===== config.mk =====
export PLATFORM = sky130hd
export DESIGN_NAME = interact_regfile_flat
export DESIGN_NICKNAME = d
export VERILOG_FILES = /design/src/rtl/interact_regfile_if.sv /design/src/rtl/interact_regfile.sv /design/src/flat_wrapper.sv
export SDC_FILE = /design/constraint.sdc
export NUM_CORES = 2
export LEC_CHECK = 0
export BUFFER_PORTS_ARGS = -buffer_cell sky130_fd_sc_hd__clkbuf_2
export CELL_PAD_IN_SITES_DETAIL_PLACEMENT = 1
export CELL_PAD_IN_SITES_GLOBAL_PLACEMENT = 2
export CORE_AREA = 3 3 448 450
export DETAILED_ROUTE_END_ITERATION = 6
export DIE_AREA = 0 0 451 453
export GPL_TIMING_DRIVEN = 0
export HOLD_SLACK_MARGIN = 0.02
export PLACE_DENSITY_LB_ADDON = 0.1
export SYNTH_ARGS = -nofsm -noshare
export SYNTH_HDL_FRONTEND = slang
export SYNTH_SLANG_ARGS = --single-unit

===== constraint.sdc =====
create_clock -name clk_74a -period 3.8 [get_ports clk_74a]
set_input_delay 0.95 -clock clk_74a [delete_from_list [all_inputs] [get_ports clk_74a]]
set_output_delay 0.95 -clock clk_74a [all_outputs]
set_load 0.01 [all_outputs]

===== src/rtl/interact_regfile_if.sv =====
// APF bridge access bus between the bridge master and the core settings register file.
// Ports: addr/wr/wr_data/rd driven by the master; rd_data returned by the slave.
// Strobes are single-cycle and carry no flow control, so the slave must accept every access.
interface interact_regfile_if;
  logic [31:0] addr;
  logic        wr;
  logic [31:0] wr_data;
  logic        rd;
  logic [31:0] rd_data;

  modport master (output addr, wr, wr_data, rd, input rd_data);
  modport slave  (input addr, wr, wr_data, rd, output rd_data);
endinterface


===== src/rtl/interact_regfile.sv =====
// Core settings register file on the APF bridge: NUM_REGS strided 32-bit slots, read-only
//   mirror slots, per-slot change strobes and a retriggerable core reset pulse.
// Latency: writes visible on reg_q one cycle after the strobe; read data registered (1 cycle).
// Backpressure: none; every single-cycle bridge strobe is accepted unconditionally.
// Ports: clk_74a/reset (sync, active high), bridge (slave modport), ro_data (RO slot sources),
//   reg_q (slot values), reg_upd (per-slot change pulse), core_reset (active-high request).
module interact_regfile #(
  parameter int                   NUM_REGS    = 16,
  parameter logic [31:0]          BASE_ADDR   = 32'hF100_0000,
  parameter logic [31:0]          ADDR_STRIDE = 32'h4,
  parameter logic [31:0]          RST_ADDR    = 32'hF000_0000,
  parameter logic [NUM_REGS-1:0]  RST_MASK    = '0,
  parameter logic [NUM_REGS-1:0]  RO_MASK     = '0,
  parameter int                   RST_CYCLES  = 8000
) (
  input  logic                     clk_74a,
  input  logic                     reset,
  interact_regfile_if.slave        bridge,
  input  logic [32*NUM_REGS-1:0]   ro_data,
  output logic [32*NUM_REGS-1:0]   reg_q,
  output logic [NUM_REGS-1:0]      reg_upd,
  output logic                     core_reset
);

  localparam int CW = $clog2(RST_CYCLES + 1);

  logic [NUM_REGS-1:0] hit;
  logic                rst_hit;
  logic                trig;
  logic [CW-1:0]       rst_cnt;
  logic [31:0]         rd_mux;

  // Exact-match decode: misaligned or out-of-range addresses hit no slot.
  always_comb begin
    hit = '0;
    for (int i = 0; i < NUM_REGS; i++) begin
      hit[i] = (bridge.addr == (BASE_ADDR + 32'(i) * ADDR_STRIDE));
    end
  end

  assign rst_hit = (bridge.addr == RST_ADDR);

  // Masked slots trigger even when read-only or rewritten with the same value.
  assign trig = bridge.wr && (rst_hit || |(hit & RST_MASK));

  genvar g;
  generate
    for (g = 0; g < NUM_REGS; g++) begin : g_slot
      if (RO_MASK[g]) begin : g_ro
        assign reg_q[32*g +: 32] = ro_data[32*g +: 32];
        assign reg_upd[g]        = 1'b0;
      end else begin : g_rw
        logic [31:0] val;
        logic        upd;

        always_ff @(posedge clk_74a) begin
          if (reset) begin
            val <= '0;
            upd <= 1'b0;
          end else begin
            upd <= 1'b0;
            if (bridge.wr && hit[g]) begin
              val <= bridge.wr_data;
              upd <= (bridge.wr_data != val);
            end
          end
        end

        assign reg_q[32*g +: 32] = val;
        assign reg_upd[g]        = upd;
      end
    end
  endgenerate

  // Writable slots never look at their ro_data lane; fold it here so it is not left dangling.
  logic unused_ro;
  assign unused_ro = ^ro_data;

  // Reload on every trigger so a retrigger extends the pulse without a gap.
  always_ff @(posedge clk_74a) begin
    if (reset || trig) begin
      rst_cnt <= CW'(RST_CYCLES);
    end else if (rst_cnt != '0) begin
      rst_cnt <= rst_cnt - 1'b1;
    end
  end

  assign core_reset = (rst_cnt != '0);

  // reg_q is the pre-write value, so a same-cycle read and write returns the old data.
  always_comb begin
    rd_mux = '0;
    if (rst_hit) begin
      rd_mux = {31'b0, core_reset};
    end
    for (int i = 0; i < NUM_REGS; i++) begin
      if (hit[i]) begin
        rd_mux = reg_q[32*i +: 32];
      end
    end
  end

  always_ff @(posedge clk_74a) begin
    if (reset) begin
      bridge.rd_data <= '0;
    end else if (bridge.rd) begin
      bridge.rd_data <= rd_mux;
    end
  end

endmodule

===== src/flat_wrapper.sv =====
// flat-port wrapper written by rule: the top's interface ports become plain ports
module interact_regfile_flat 
#(
  parameter int                   NUM_REGS    = 16,
  parameter logic [31:0]          BASE_ADDR   = 32'hF100_0000,
  parameter logic [31:0]          ADDR_STRIDE = 32'h4,
  parameter logic [31:0]          RST_ADDR    = 32'hF000_0000,
  parameter logic [NUM_REGS-1:0]  RST_MASK    = '0,
  parameter logic [NUM_REGS-1:0]  RO_MASK     = '0,
  parameter int                   RST_CYCLES  = 8000
)
  (clk_74a, reset, ro_data, reg_q, reg_upd, core_reset, bridge_addr, bridge_wr, bridge_wr_data, bridge_rd, bridge_rd_data);
  interact_regfile_if bridge_i ();
  input  logic clk_74a;
  input  logic reset;
  input  logic [32*NUM_REGS-1:0] ro_data;
  output logic [32*NUM_REGS-1:0] reg_q;
  output logic [NUM_REGS-1:0] reg_upd;
  output logic core_reset;
  input wire logic [$bits(bridge_i.addr)-1:0] bridge_addr;
  input wire logic [$bits(bridge_i.wr)-1:0] bridge_wr;
  input wire logic [$bits(bridge_i.wr_data)-1:0] bridge_wr_data;
  input wire logic [$bits(bridge_i.rd)-1:0] bridge_rd;
  output wire logic [$bits(bridge_i.rd_data)-1:0] bridge_rd_data;
  assign bridge_i.addr = bridge_addr;
  assign bridge_i.wr = bridge_wr;
  assign bridge_i.wr_data = bridge_wr_data;
  assign bridge_i.rd = bridge_rd;
  assign bridge_rd_data = bridge_i.rd_data;
  interact_regfile #(.NUM_REGS(NUM_REGS), .BASE_ADDR(BASE_ADDR), .ADDR_STRIDE(ADDR_STRIDE), .RST_ADDR(RST_ADDR), .RST_MASK(RST_MASK), .RO_MASK(RO_MASK), .RST_CYCLES(RST_CYCLES)) u_core (.clk_74a(clk_74a), .reset(reset), .bridge(bridge_i), .ro_data(ro_data), .reg_q(reg_q), .reg_upd(reg_upd), .core_reset(core_reset));
endmodule

==> metrics list <==
- Outcome: complete, but fails checks
* Violations in the final reports: max-capacitance violations, max-slew violations, negative setup slack
* DRC violations left: 0
- Setup ws final: -188 ps
- The detailed router finished its first iteration with 3936 violations.
- Worst slew margin relative to its limit: -6.44%
- CTS Root Cell: sky130_fd_sc_hd__clkbuf_16
- NumNets Final: 5393
* Unrepaired setup endpoints after global routing: yes
* Insertion delay of the later-clocked pin in the worst-skew pair: 750 ps
- Max-capacitance violation count: 2
- The analysis attributes to cell leakage a power of 13.9 nW.
- Total design power: 15.7 mW
- After detailed routing, the total wire length is 298 mm.
- Unique masters post-synth: 85
- EDFF count, synth: 0
- Of the available clock period, the critical path in the final layout requires 105%.
* Buffers added on ports: 588
- Yosys printed 0 warnings.
* Type of the most critical hold path: reg2reg
- Final weighted congestion in routability-driven placement: 0.961
- Once the floorplan was initialized, standard cells occupied 15.8% of the core.
- TritonCTS built the clock tree.
- DRT Pass-1 Iters: 5
- Sequential element share of the synthesized area: 36.8%
- Via/cell ratio: 4.88
* Post-route core utilization: 20.8%
- Leaving out fill and tap cells, the most frequent cell in the layout is sky130_fd_sc_hd__nand2_1.
- Synthesis inferred 573 register bits.
* Post-route antenna net violation count: 0
- Number of global-route vias before repair: 35456
- Setup_tns: -1040 ps
- Horizontal extent of the die: 451 um
- In the final layout, the share of cells above drive strength 1 is 20.4%.
- Height of the die: 453 um
- During I/O placement, the number of pins put on the boundary was 1141.
- Post-synthesis area per instance: 7.63 um2
* CTS Hold Buffers Added: 0
* Signed area change from the synthesized netlist to the final layout: 31.4%
- Row Count: 163
- The number of clock buffers added by TritonCTS is 84.
- The initial antenna violation count is 17.
- Post-synthesis cell count: 4091
- Final-layout fill cell count: 23659
* Cell with the largest stage delay on the worst path: sky130_fd_sc_hd__o311ai_2
* Critical Path RT: 4450 ps
- Total global routing overflow: 0
- Slew at the pin with the worst max-slew slack: 1600 ps
* Total Routing Usage GR: 28.0%
* Sort of element at the end of the critical path: flop
- Commonest cells after routing, fill and taps aside: sky130_fd_sc_hd__nand2_1 (1106), sky130_fd_sc_hd__clkbuf_2 (624), sky130_fd_sc_hd__dfxtp_1 (573), sky130_fd_sc_hd__a21oi_1 (569), sky130_fd_sc_hd__xnor2_1 (419)
- HPWL Detailed: 245 mm
- The final hold violation count came to 0.
* Standard cell core area: 197000 um2
* Synthesized cell area: 31200 um2
- Routed length per placed instance: 39.6 um
* Maximum number of pins on one net before global-route repair: 12
- Post-Route Hold Slack: 491 ps
- Startpoint class of the critical path: input port
- Largest cells by area after synthesis: sky130_fd_sc_hd__dfxtp_1 (37%), sky130_fd_sc_hd__nand2_1 (13%), sky130_fd_sc_hd__xnor2_1 (12%), sky130_fd_sc_hd__a21oi_1 (9.1%), sky130_fd_sc_hd__clkbuf_1 (3.7%)
* Post-synthesis net count: 4673
* Worst-case clock skew: 39.9 ps
* Sinks on the clock net: 573
* Setup violations, final: 34
* CTS H-Tree Depth: 3
* Critical path cell sequence: buf_2, clkdlybuf4s15_2, clkbuf_2, clkbuf_2, o22ai_1, o311ai_2, a21oi_1, o31a_1, o21ai_1
- Cell type contributing the most total cell area after synthesis: sky130_fd_sc_hd__dfxtp_1
- The max-slew violation count is 21.
- Registers take 11500 um2.
* Peak clock frequency supported by timing: 251 MHz
- Minimum period implied by the final worst setup slack: 3990 ps
* Fraction of post-synthesis cell area in the top cell type by area: 36.8%
- Counting along the longest clock path gives a buffer depth of 3.
- Power spread over the standard cell area amounts to 382 nW/um2.
- Clock-pin slew was measured on the worst setup and hold paths at 60 ps.
- For this run, the slowest stage of the critical path takes 610 ps.
- Startpoint-to-endpoint class of the critical path: in2reg
* IR Drop Worst-Case VDD: 0.000340 V
- The routed layout has 36765 vias.
* Async S/R FF share, synth: 0%
- Data arrives at the worst endpoint at 4640 ps.
- Counting stages on the worst path, the most repeated cell is sky130_fd_sc_hd__clkbuf_2.
- Multi-input logic area: 18300 um2
- The first global-routing pass estimated 377 mm of wire.
- Maximum fanout encountered on the critical timing path: 10
- DP Worst Slack: -2400 ps
- Main synth FF type: sky130_fd_sc_hd__dfxtp_1
* Die Outline Area: 204000 um2
metrics by stage:
| step | cell area (um2) | std cells |
|---|---|---|
| global placement | 37500 | 7319 |
| finish | 41000 | 7532 |
| detailed placement | 37600 | 7322 |
| global route | 41000 | 7518 |
| CTS | 40900 | 7507 |
| floorplan | 31200 | 4091 |
per-layer routing:
metal | wire (um) | share of wire [%] | track usage, % | vias up
met3 | 18400 | 6.2 | 4.18 | 376
met5 | 36 | 0.012 | 0 | -
met4 | 16100 | 5.4 | 13.3 | 6
met2 | 126000 | 42 | 41.7 | 1664
met1 | 138000 | 46 | 39.4 | 19138
li1 | - | - | - | 15581
repair_timing:
item	CTS	global route
pin swaps	21	6
endpoints found under the setup margin	510	290
hold endpoints to repair	0	0
setup buffers	41	12
resized for setup	85	36
worst max-delay path: cells and delay by family:
kind	cells	cell delay (ps)
buf+inv	4	1870
compound gates	5	1810
synthesized netlist by cell type, types with 23 or more instances:
| library cell | n |
|---|---|
| sky130_fd_sc_hd__a211oi_1 | 25 |
| sky130_fd_sc_hd__a21oi_1 | 570 |
| sky130_fd_sc_hd__a221oi_1 | 33 |
| sky130_fd_sc_hd__a22oi_1 | 31 |
| sky130_fd_sc_hd__buf_1 | 39 |
| sky130_fd_sc_hd__buf_2 | 53 |
| sky130_fd_sc_hd__clkbuf_1 | 306 |
| sky130_fd_sc_hd__dfxtp_1 | 573 |
| sky130_fd_sc_hd__nand2_1 | 1112 |
| sky130_fd_sc_hd__nand2b_1 | 23 |
| sky130_fd_sc_hd__nand3_1 | 36 |
| sky130_fd_sc_hd__nand4_1 | 135 |
| sky130_fd_sc_hd__nor2_1 | 85 |
| sky130_fd_sc_hd__nor3_1 | 23 |
| sky130_fd_sc_hd__nor4_1 | 66 |
| sky130_fd_sc_hd__o21ai_0 | 47 |
| sky130_fd_sc_hd__o22ai_1 | 38 |
| sky130_fd_sc_hd__xnor2_1 | 419 |
| sky130_fd_sc_hd__xor2_1 | 99 |
power by group:
part	internal [mW]	switching [mW]
clock	4.63	3.42
sequential	6.03	0.0200
combinational	0.348	1.21
total	11.0	4.65
kinds of logic after synthesis:
logic type,after synthesis,synth area share [%]
AOI/OAI and AO/OA,953,18.7
xor gates and xnor gates,518,14.5
adders and majority gates,2,0.0802
buffers and inverters,438,5.78
DFF,573,36.8
muxes,22,1.14
and+or+nand+nor,1585,23.0
flip-flops by register name (all words and copies together), names as in the netlist:
| register | flops |
|---|---|
| u_core.bridge.rd_data | 32 |
| u_core.g_slot.g_rw.upd | 16 |
| u_core.g_slot.g_rw.val | 512 |
| u_core.rst_cnt | 13 |
final cells by class:
class | count | area share [%]
multi-input cells | 3080 | 44.6
plain buffers | 410 | 4.36
diodes | 16 | 0.0976
clock buffers | 125 | 6.04
well taps | 2640 | 8.05
repair buffers | 644 | 8.24
clock inverters | 26 | 0.525
inverters | 18 | 0.165
flip-flops and latches | 573 | 28.0
worst paths after layout:
| path | start | endpoint | slack [ps] | cells after the start |
|---|---|---|---|---|
| worst max-delay path | bridge_addr[3] | u_core.bridge.rd_data[16]$_SDFFE_PP0P_ | -190 | 9 |
| worst min-delay path | u_core.rst_cnt[10]$_SDFFE_PP1N_ | u_core.rst_cnt[10]$_SDFFE_PP1N_ | 490 | 2 |
| worst max register to register | u_core.rst_cnt[4]$_SDFFE_PP0N_ | u_core.bridge.rd_data[0]$_SDFFE_PP0P_ | 450 | 7 |
| worst min register to register | u_core.rst_cnt[10]$_SDFFE_PP1N_ | u_core.rst_cnt[10]$_SDFFE_PP1N_ | 490 | 2 |
Note: power is estimated with default switching activity, not from simulation.
